### config.mk
export PLATFORM = sky130hd
export DESIGN_NAME = mc_main_fsm
export DESIGN_NICKNAME = d
export VERILOG_FILES = /design/src/rtl/mc_main_fsm.sv
export SDC_FILE = /design/constraint.sdc
export NUM_CORES = 1
export LEC_CHECK = 0
export ABC_AREA = 1
export CORE_MARGIN = 2
export CORE_UTILIZATION = 42
export DETAILED_ROUTE_END_ITERATION = 8
export PLACE_DENSITY = 0.88
export SLEW_MARGIN = 10
export SYNTH_ARGS = -nofsm -noshare
export SYNTH_HDL_FRONTEND = slang
export SYNTH_SLANG_ARGS = --single-unit
### constraint.sdc
create_clock -name clk -period 2.7 [get_ports clk]
set_clock_uncertainty 0.15 [all_clocks]
set_input_delay 0.54 -clock clk [delete_from_list [all_inputs] [get_ports clk]]
set_output_delay 0.54 -clock clk [all_outputs]
set_load 0.005 [all_outputs]
### src/rtl/mc_main_fsm.sv
// Multi-cycle RV32I main controller: sequences each instruction through
// fetch/decode/execute/memory/writeback and drives datapath selects/enables.
module mc_main_fsm #(
  parameter logic [3:0] RESET_STATE = 4'd0
) (
  input  logic       clk,
  input  logic       reset_n,
  input  logic [6:0] op,
  input  logic [2:0] funct3,
  input  logic       Zero,
  input  logic       lt,
  input  logic       ltu,
  input  logic       mem_ready,
  output logic [1:0] ALUOp,
  output logic [1:0] ALUSrcA,
  output logic [1:0] ALUSrcB,
  output logic [1:0] ResultSrc,
  output logic       AdrSrc,
  output logic [2:0] ImmSrc,
  output logic       IRWrite,
  output logic       PCWrite,
  output logic       RegWrite,
  output logic       MemWrite,
  output logic       instr_retire,
  output logic       illegal_instr
);

  typedef enum logic [3:0] {
    FETCH     = 4'd0,
    DECODE    = 4'd1,
    MEMADR    = 4'd2,
    MEMREAD   = 4'd3,
    MEMWB     = 4'd4,
    MEMWRITE  = 4'd5,
    EXECR     = 4'd6,
    EXECI     = 4'd7,
    ALUWB     = 4'd8,
    BRANCH    = 4'd9,
    JAL       = 4'd10,
    JALR_ADR  = 4'd11,
    JALR_LINK = 4'd12,
    LUI       = 4'd13,
    TRAP      = 4'd14
  } state_t;

  state_t r_state;
  state_t w_next;
  logic   w_irwrite, w_pcwrite, w_regwrite, w_memwrite, w_retire, w_illegal;
  logic   w_take;

  always_ff @(posedge clk or negedge reset_n) begin
    if (!reset_n) r_state <= state_t'(RESET_STATE);
    else          r_state <= w_next;
  end

  always_comb begin
    w_take = 1'b0;
    unique case (funct3)
      3'b000: w_take = Zero;
      3'b001: w_take = !Zero;
      3'b100: w_take = lt;
      3'b101: w_take = !lt;
      3'b110: w_take = ltu;
      3'b111: w_take = !ltu;
      default: w_take = 1'b0;
    endcase
  end

  always_comb begin
    ImmSrc = 3'b000;
    case (op)
      7'b0100011:             ImmSrc = 3'b001;
      7'b1100011:             ImmSrc = 3'b010;
      7'b1101111:             ImmSrc = 3'b011;
      7'b0110111, 7'b0010111: ImmSrc = 3'b100;
      default:                ImmSrc = 3'b000;
    endcase
  end

  always_comb begin
    w_next     = r_state;
    ALUOp      = 2'b00;
    ALUSrcA    = 2'b00;
    ALUSrcB    = 2'b00;
    ResultSrc  = 2'b00;
    AdrSrc     = 1'b0;
    w_irwrite  = 1'b0;
    w_pcwrite  = 1'b0;
    w_regwrite = 1'b0;
    w_memwrite = 1'b0;
    w_retire   = 1'b0;
    w_illegal  = 1'b0;
    unique case (r_state)
      FETCH: begin
        ALUSrcB   = 2'b10;
        ResultSrc = 2'b10;
        w_irwrite = mem_ready;
        w_pcwrite = mem_ready;
        if (mem_ready) w_next = DECODE;
      end
      DECODE: begin
        ALUSrcA = 2'b01;
        ALUSrcB = 2'b01;
        case (op)
          7'b0000011, 7'b0100011: w_next = MEMADR;
          7'b0110011:             w_next = EXECR;
          7'b0010011:             w_next = EXECI;
          7'b1100011:             w_next = BRANCH;
          7'b1101111:             w_next = JAL;
          7'b1100111:             w_next = JALR_ADR;
          7'b0110111:             w_next = LUI;
          7'b0010111:             w_next = ALUWB;
          default:                w_next = TRAP;
        endcase
      end
      MEMADR: begin
        ALUSrcA = 2'b10;
        ALUSrcB = 2'b01;
        w_next  = op[5] ? MEMWRITE : MEMREAD;
      end
      MEMREAD: begin
        AdrSrc = 1'b1;
        if (mem_ready) w_next = MEMWB;
      end
      MEMWB: begin
        ResultSrc  = 2'b01;
        w_regwrite = 1'b1;
        w_retire   = 1'b1;
        w_next     = FETCH;
      end
      MEMWRITE: begin
        AdrSrc     = 1'b1;
        w_memwrite = 1'b1;
        w_retire   = mem_ready;
        if (mem_ready) w_next = FETCH;
      end
      EXECR: begin
        ALUSrcA = 2'b10;
        ALUOp   = 2'b10;
        w_next  = ALUWB;
      end
      EXECI: begin
        ALUSrcA = 2'b10;
        ALUSrcB = 2'b01;
        ALUOp   = 2'b10;
        w_next  = ALUWB;
      end
      ALUWB: begin
        w_regwrite = 1'b1;
        w_retire   = 1'b1;
        w_next     = FETCH;
      end
      BRANCH: begin
        ALUSrcA   = 2'b10;
        ALUOp     = 2'b01;
        w_pcwrite = w_take;
        w_retire  = 1'b1;
        w_next    = FETCH;
      end
      JAL: begin
        ALUSrcA   = 2'b01;
        ALUSrcB   = 2'b10;
        w_pcwrite = 1'b1;
        w_next    = ALUWB;
      end
      JALR_ADR: begin
        ALUSrcA = 2'b10;
        ALUSrcB = 2'b01;
        w_next  = JALR_LINK;
      end
      JALR_LINK: begin
        ALUSrcA   = 2'b01;
        ALUSrcB   = 2'b10;
        w_pcwrite = 1'b1;
        w_next    = ALUWB;
      end
      LUI: begin
        ALUSrcA = 2'b11;
        ALUSrcB = 2'b01;
        w_next  = ALUWB;
      end
      TRAP: begin
        w_illegal = 1'b1;
      end
      default: w_next = TRAP;
    endcase
  end

  // Gate with reset_n so enables drop as soon as reset asserts, without a clock.
  assign IRWrite       = w_irwrite  & reset_n;
  assign PCWrite       = w_pcwrite  & reset_n;
  assign RegWrite      = w_regwrite & reset_n;
  assign MemWrite      = w_memwrite & reset_n;
  assign instr_retire  = w_retire   & reset_n;
  assign illegal_instr = w_illegal  & reset_n;

endmodule

==> qor.txt, run 1 <==
outcome - completed
Slew headroom - 77.82%
Die Wd - 43.70 um
CP Launch Type - register
reg-to-reg endpoint - r_state[2]
EDFF count, synth - 0
Clk Latency, worst-skew pair - 0.23 ns
max cap viols - 0
Inst Count DP - 193
sequential-to-total area share from yosys stat - 15.12%
post-synthesis cell count - 132
CTS H-tree lvls - 1
clk slew on worst S/H paths - 0.04 ns
synth warn - 0
core area - 0.001489 sq mm
Slew Viols, Final - 0
root buf cell - clkbuf_4
die height - 43.70 um
fillers - 110
Tcrit/Tclk final - 96.83%
Critical-path top delay cell - clkdlybuf4s50_1
dpl hpwl - 1818 um
unrepaired setup endpoints after global routing - false
footprint of the multi-input gates - 476.7 sq um
first drt pass iteration count - 6
sequential cell area - 101.3 sq um
Tot Pwr - 0.8561 mW
full die area - 0.001909 sq mm
final count of hold timing violations - 0
design area - 0.001145 sq mm
grt ovf - 0
Routed WL - 2234 um
vias in the first global route - 915
I/O pin cnt - 34
routability cong. - 0.9927
Yosys cell types - 19
CP Data Required Time - 2.01 ns
Reg2Reg Setup Slack - 1.07 ns
WL/cell - 11.40 um
TritonCTS Buffers - 3
Initial Utilization - 44.45%
first-pass GRT wire length - 3594 um
# setup viols final - 0
Final ANT Viol Nets - 0
vias - 1023
GR Util All Layers - 24.06%
Hold Crit Class - input pin to asynchronous set/reset pin
Top Registers - r_state (4)
Primary FF master, synth - dfrtp_1
area of the mapped netlist - 661.9 sq um
Placed Area - 0.001102 sq mm
Register-to-Register Path Depth - 8
layout cells sized above 1 - 16.67%
# DRC - 0
CTS Sinks - 4
Mapped Nets - 148
Clock Path Buffers - 2
Post-Place Worst Slack - -0.2020 ns
max reg flops - 4
Peak Freq - 382.5 MHz
peak supply drop - 0.0006687 V
initial antenna violation count - 0
CP Data Arrival Time - 1.92 ns
via-per-instance ratio - 5.219
Crit Path Class - register to primary output
crit-path max FO - 7
Area Growth Syn to Fin - 72.97%
crit-path cells - nor2_4, inv_2, nor2_1, a31oi_1, o211ai_1, clkdlybuf4s50_1
Antenna Cells - 0
row count - 14
r2r startpoint - r_state[1]
Setup crit end kind - primary output
PwrDens - 747.8 mW/mm^2
Slew @ Worst Pin - 0.3293 ns
Avg Inst Size Synth - 5.014 sq um
Top reg by flops - r_state
fin cells - 196
crit path time final - 2.614 ns
static leakage - 0.5925 nW
post-CTS setup buffers - 0
largest net degree at the start of global routing - 8
initial drt markers - 24
ys async rst share - 100.0%
final setup margin - 0.08570 ns
Worst path max stage delay - 0.52 ns
register bit total from synthesis - 4
nets - 198
CTS tree - built
Buffers on Ports - 33
[Yosys cell counts, types with 2 or more instances]
library cell,count,area [sq um]
a21oi_2,2,17.52
nand3_1,6,30.03
a31oi_1,2,12.51
nor2_2,4,25.02
inv_2,4,15.01
o211ai_1,3,22.52
inv_1,23,86.33
nand2_1,41,153.9
a21oi_1,4,20.02
dfrtp_1,4,100.1
o21ai_0,11,55.05
nor2_1,21,78.83
[layout by cell type (no fill, tap or decap), types with 2 or more instances in the layout]
cell type,Yosys,routed
o21ai_1,1,3
clkbuf_4,0,3
o21ai_0,11,9
nand3_1,6,6
nand2_1,41,41
inv_2,4,4
buf_4,0,12
o211ai_1,3,3
nor2_1,21,19
clkdlybuf4s50_1,0,29
a31oi_1,2,2
a21oi_2,2,3
dlygate4sd2_1,0,3
a21oi_1,4,3
inv_1,23,23
nor2_2,4,5
dfrtp_1,4,3
[where the power goes]
part | internal, mW | switching, mW
sequential | 0.0907 | 0.0505
clock | 0.0496 | 0.0229
combinational | 0.311 | 0.332
total | 0.451 | 0.405
[worst max path at each step]
stage,startpoint,endpoint,cells past startpoint
after CTS,op[1],ImmSrc[1],7
final,r_state[3],ALUSrcB[0],6
after global routing,r_state[3],instr_retire,6
after global placement,funct3[2],PCWrite,7
after detailed placement,funct3[2],PCWrite,7
after floorplan,funct3[2],PCWrite,5
[layout make-up]
class	count	share of cell area, %
clock buffer	3	1.967
inverter	28	9.180
multi-input combinational	100	41.64
sequential	4	8.852
tap	16	1.749
timing repair buffer	45	36.61
[per-stage QoR]
step                hold WS (ns)  util, %  setup TNS, ns
floorplan                0.09441        -              0
global placement          0.4957    74.03        -0.1327
detailed placement        0.5004    74.03        -0.3361
CTS                       0.4354    75.29              0
global route              0.4359    76.89              0
finish                    0.4401    76.89              0
[critical path, delay by kind of cell, from the launching register on]
family	cells	cell delay [ns]
compound gates	2	0.22
buf+inv	2	0.58
simple gates	2	0.43
flops	1	0.47
[routing by layer]
layer | global-route usage [%] | up-vias | share of wire, %
met3 | 5.417 | 2 | 8.7
met5 | 0 | - | 0
met4 | 6.061 | 0 | 0.27
met1 | 28.57 | 437 | 40
li1 | - | 519 | -
met2 | 43.24 | 65 | 51
[cells by family (layout without fill, tap and decap cells)]
logic type / after synthesis / count (layout) / share of synthesized area (%)
and+or+nand+nor: 75 / 75 / 46.51
DFF: 4 / 4 / 15.12
buffers and inverters: 28 / 76 / 15.88
AOI/OAI and AO/OA: 25 / 25 / 22.49
[repair_timing]
| item | in CTS | in global routing |
|---|---|---|
| pin swaps | 0 | 0 |
| hold buffers | 0 | 0 |
| resized for setup | 4 | 8 |
| endpoints found under the setup margin | 3 | 8 |
| hold endpoints to repair | 0 | 0 |
No activity file was read; power rests on OpenSTA's default activity.
==> run 2, diff against run 1 <==
--- a/config.mk
+++ b/config.mk
@@ -9,6 +9,7 @@
 export CORE_MARGIN = 2
 export CORE_UTILIZATION = 42
 export DETAILED_ROUTE_END_ITERATION = 8
+export HOLD_SLACK_MARGIN = 0.02
 export PLACE_DENSITY = 0.88
 export SLEW_MARGIN = 10
 export SYNTH_ARGS = -nofsm -noshare
==> results of run 2 <==
Final layout, timing and power as in run 1 (identical DEF).
